`src/rtl/lfsr_addr_gen.sv`:
```
// lfsr_addr_gen: 14-bit Fibonacci LFSR address generator with a valid/ready output handshake.
// Optional period counter, period_done pulse and one_shot stop are enabled by LFSR_PERIOD_CHK_EN.
module lfsr_addr_gen #(
  parameter int unsigned  W    = 14,
  parameter logic [W-1:0] TAPS = 14'h3802,
  parameter logic [W-1:0] SEED = 14'h0001
) (
  input  logic         clk,
  input  logic         rst_n,
  input  logic         start,
  input  logic         stop,
  input  logic         load,
  input  logic [W-1:0] seed_in,
  input  logic         one_shot,
  input  logic         out_ready,
  output logic         out_valid,
  output logic [W-1:0] q,
  output logic         lockup,
  output logic         period_done,
  output logic         busy
);

  typedef enum logic [1:0] {IDLE, RUN, DONE} state_t;

  localparam logic [W-1:0] ONE = {{(W-1){1'b0}}, 1'b1};

  state_t       state, state_nxt;
  logic         stop_pend, stop_pend_nxt;
  logic         handshake, launch, load_ok, period_stop;
  logic [W-1:0] lfsr_nxt;

  // out_valid is a decode of the state register, so it drops with the async reset.
  assign out_valid = (state == RUN);
  assign busy      = (state != IDLE);
  assign handshake = out_valid && out_ready;
  assign load_ok   = (state == IDLE) && load;
  assign launch    = (state == IDLE) && !load && start && !stop;
  assign lfsr_nxt  = {q[W-2:0], ^(q & TAPS)};

`ifdef LFSR_PERIOD_CHK_EN
  localparam logic [W-1:0] LAST = {{(W-1){1'b1}}, 1'b0};

  logic [W-1:0] count;
  logic         wrap;

  // The handshake taking count to 2^W-1 closes the period; count wraps straight to 0.
  assign wrap        = handshake && (count == LAST);
  assign period_stop = wrap && one_shot;

  always_ff @(posedge clk or negedge rst_n) begin
    if (!rst_n) begin
      count       <= '0;
      period_done <= 1'b0;
    end else begin
      period_done <= wrap;
      if (launch || load_ok || wrap) count <= '0;
      else if (handshake)            count <= count + ONE;
    end
  end
`else
  logic unused_one_shot;

  assign unused_one_shot = one_shot;
  assign period_stop     = 1'b0;
  assign period_done     = 1'b0;
`endif

  // NOTE: every always_comb output gets a default before the case so no latch is inferred.
  always_comb begin
    state_nxt     = state;
    stop_pend_nxt = 1'b0;
    case (state)
      IDLE: if (launch) state_nxt = RUN;
      RUN: begin
        // A pending stop waits for a handshake so out_valid never drops unaccepted.
        stop_pend_nxt = (stop || stop_pend) && !handshake;
        if (period_stop)                          state_nxt = DONE;
        else if (handshake && (stop || stop_pend)) state_nxt = IDLE;
      end
      DONE:    if (start || load) state_nxt = IDLE;
      default: state_nxt = IDLE;
    endcase
  end

  // NOTE: sequential state uses non-blocking assignments so all registers update together.
  always_ff @(posedge clk or negedge rst_n) begin
    if (!rst_n) begin
      state     <= IDLE;
      stop_pend <= 1'b0;
      q         <= SEED;
      lockup    <= 1'b0;
    end else begin
      state     <= state_nxt;
      stop_pend <= stop_pend_nxt;
      if (load_ok) begin
        // Zero is the lock-up state of the LFSR; substitute 1 and flag it until reset.
        if (seed_in == '0) begin
          q      <= ONE;
          lockup <= 1'b1;
        end else begin
          q <= seed_in;
        end
      end else if (handshake) begin
        q <= lfsr_nxt;
      end
    end
  end

endmodule

```
`config.mk`:
```
export PLATFORM = sky130hd
export DESIGN_NAME = lfsr_addr_gen
export DESIGN_NICKNAME = d
export VERILOG_FILES = /design/src/rtl/lfsr_addr_gen.sv
export SDC_FILE = /design/constraint.sdc
export NUM_CORES = 1
export LEC_CHECK = 0
export CELL_PAD_IN_SITES_DETAIL_PLACEMENT = 1
export CELL_PAD_IN_SITES_GLOBAL_PLACEMENT = 1
export CORE_MARGIN = 2
export CORE_UTILIZATION = 34
export DETAILED_ROUTE_END_ITERATION = 10
export PLACE_DENSITY = 0.8
export SLEW_MARGIN = 20
export SYNTH_ARGS = -nofsm -noshare
export SYNTH_HDL_FRONTEND = slang
export SYNTH_SLANG_ARGS = --single-unit
```
`constraint.sdc`:
```
create_clock -name clk -period 3.5 [get_ports clk]
set_clock_uncertainty 0.2 [all_clocks]
set_input_delay 0.875 -clock clk [delete_from_list [all_inputs] [get_ports clk]]
set_output_delay 0.875 -clock clk [all_outputs]
set_load 0.01 [all_outputs]
```
==> run summary <==
DR WL/cell = 16.33 um
Routed vias/inst = 5.442
DRC = 3
Port Buffers = 36
Worst path max stage delay = 0.55 ns
Synth Flop Type = dfrtp_1
CTS Sinks = 17
Fmax = 410.1 MHz
Initial antenna violation count = 0
Final Setup Violations = 0
Maximum VDD drop = 268.0 uV
Final Critical Period = 2.439 ns
Grt total ovfl = 0
Dominant cell type by area after synthesis = dfrtp_1
Ant diodes = 0
Post-route ant nets = 0
Power Dens Cells = 746.4 nW/um^2
Synth top area share = 39.26%
Starting Density = 36.35%
Clock latency on the worst-skew pair = 0.29 ns
Worst hold slack = 0.2943 ns
Root Buffer = clkbuf_4
Nets = 154
Gpl congestion = 0.7111
Most common cell in the synthesized netlist = dfrtp_1
CP arrival = 1.36 ns
Post-synth EDFFs = 0
Setup TNS = 0 ns
Slowest CP cell = dfstp_2
Failing checks = DRC
Hpwl dp = 1975 um
Fin crit share = 69.67%
Die X = 58.77 um
Worst Tran Pin Value = 0.7847 ns
TritonCTS Buffers = 3
Resize count post-CTS = 0
First-pass GRT wire length = 4333 um
Leakage power = 0.0005500 uW
Worst setup path category = reg -> out
Yosys Warn Count = 0
Std-Cell Rows = 19
IO Pins = 39
Mapped Nets = 120
Final WL = 2661 um
Top delay family on crit path = flip-flops
Drt first pass iters = 6
Total number of vias = 887
Worst setup SP type = register
Hold Buf Count CTS = 0
H-tree depth = 1
Area of the die = 3453 um^2
Drt first-iter violations = 31
Core area = 2805 um^2
Class of the worst hold path = reg -> reg
Largest net degree at the start of global routing = 31
Asr flop ratio synth = 100.0%
Setup crit end kind = output pin
Syn Inst Count = 99
Critical path required time = 2.42 ns
Post-synth top cells = dfrtp_1 (16), a211oi_1 (13), a21oi_1 (13), mux2i_1 (13), nor2b_1 (13)
Worst-path fanout max = 3
Slew HR = 47.52%
Seq cells post-synth = 17
Crit-path cells = clkdlybuf4s50_1
Synth-to-Final Area Change = 37.67%
Clock tree buffer depth = 2
CP bufs+invs = 1
Pwr Total = 1048 uW
GR Util All Layers = 16.76%
CTS tree = yes
Final Hold Fails = 0
Outcome = complete, but fails checks
Worst-path clk slew = 0.10 ns
Post-Syn Area = 1020 um^2
RSZ-0062 raised after global routing = false
Die Ht = 58.77 um
Post-CTS setup buffers = 0
Vias in the first global route = 920
Area contributors post-synth = dfrtp_1 (39%), mux2i_1 (13%), a211oi_1 (9.6%), nor2b_1 (8.0%), a21oi_1 (6.4%)
Synth Area per Inst = 10.30 um^2
Layout cells sized above 1 = 9.091%
Max_cap viols = 0
Fin. max-slew vios = 0
Sequential share of the synthesized area = 41.84%
Yosys cell types = 24
power by group:
part	switching (uW)	total [uW]	internal, uW
Combinational	236	556	320
Clock	63.8	108	44.3
Sequential	94.7	383	289
logic make-up (layout without fill, tap and decap cells):
| logic type | Yosys count | in the layout | synth area share, % |
|---|---|---|---|
| buf+inv | 11 | 44 | 6.625 |
| mux | 13 | 13 | 12.76 |
| other cells | 1 | 1 | 0.3677 |
| flops | 17 | 17 | 41.84 |
| xor+xnor | 3 | 3 | 2.577 |
| simple gates | 25 | 25 | 16.81 |
| compound gates | 29 | 29 | 19.02 |
placed cells by master (no fill, tap or decap):
cell type,count
a211oi_1,13
a21oi_1,13
a311oi_2,1
buf_4,3
clkbuf_1,1
clkbuf_4,3
clkdlybuf4s50_1,36
conb_1,1
dfrtp_1,16
dfstp_2,1
inv_1,1
mux2i_1,13
nand2_1,1
nand2b_2,1
nand4_1,1
nor2_1,3
nor2b_1,13
nor3b_1,3
nor4_2,3
o21bai_1,1
o22a_1,1
xnor2_1,2
xor2_1,1
routing by layer:
metal | track usage, % | vias up | routed length, um
li1 | - | 427 | -
met1 | 20.74 | 437 | 1154
met2 | 28.41 | 21 | 1370
met3 | 2.637 | 2 | 118
met4 | 7.792 | 0 | 17
met5 | 0 | - | 0
sequential cells by signal (all words and copies together), names as in the netlist:
| signal | count |
|---|---|
| stop_pend | 1 |
| state | 1 |
| lockup | 1 |
| q | 14 |
through the flow:
stage | worst slack, ns | util, % | instances | instance area (um^2)
6_report | 1.062 | 50.04 | 163 | 1404
3_5_place_dp | 0.8414 | 49.11 | 159 | 1378
4_1_cts | 1.046 | 50.04 | 163 | 1404
3_3_place_gp | 0.9184 | 49.11 | 159 | 1378
5_1_grt | 1.002 | 50.04 | 163 | 1404
2_1_floorplan | 1.595 | - | 99 | 1020
final timing paths:
check | end | start | cells past startpoint | slack (ns)
worst min-delay path | lockup | lockup | 1 | 0.29
min in group asynchronous | q[10] | rst_n | 1 | 0.83
worst max-delay path | q[0] | q[0] | 1 | 1.06
worst min register to register | lockup | lockup | 1 | 0.29
worst max register to register | q[0] | state[0] | 4 | 2.06
max in group asynchronous | q[12] | rst_n | 1 | 1.78
area by class of cell:
cell class	instances	area, um^2
inverters	1	3.754
repair buffers	39	382.9
clock buffers	4	26.28
multi-input cells	71	525.5
well taps	31	38.79
flip-flops and latches	17	426.7
fillers	332	1401
Note: power is estimated with default switching activity, not from simulation.
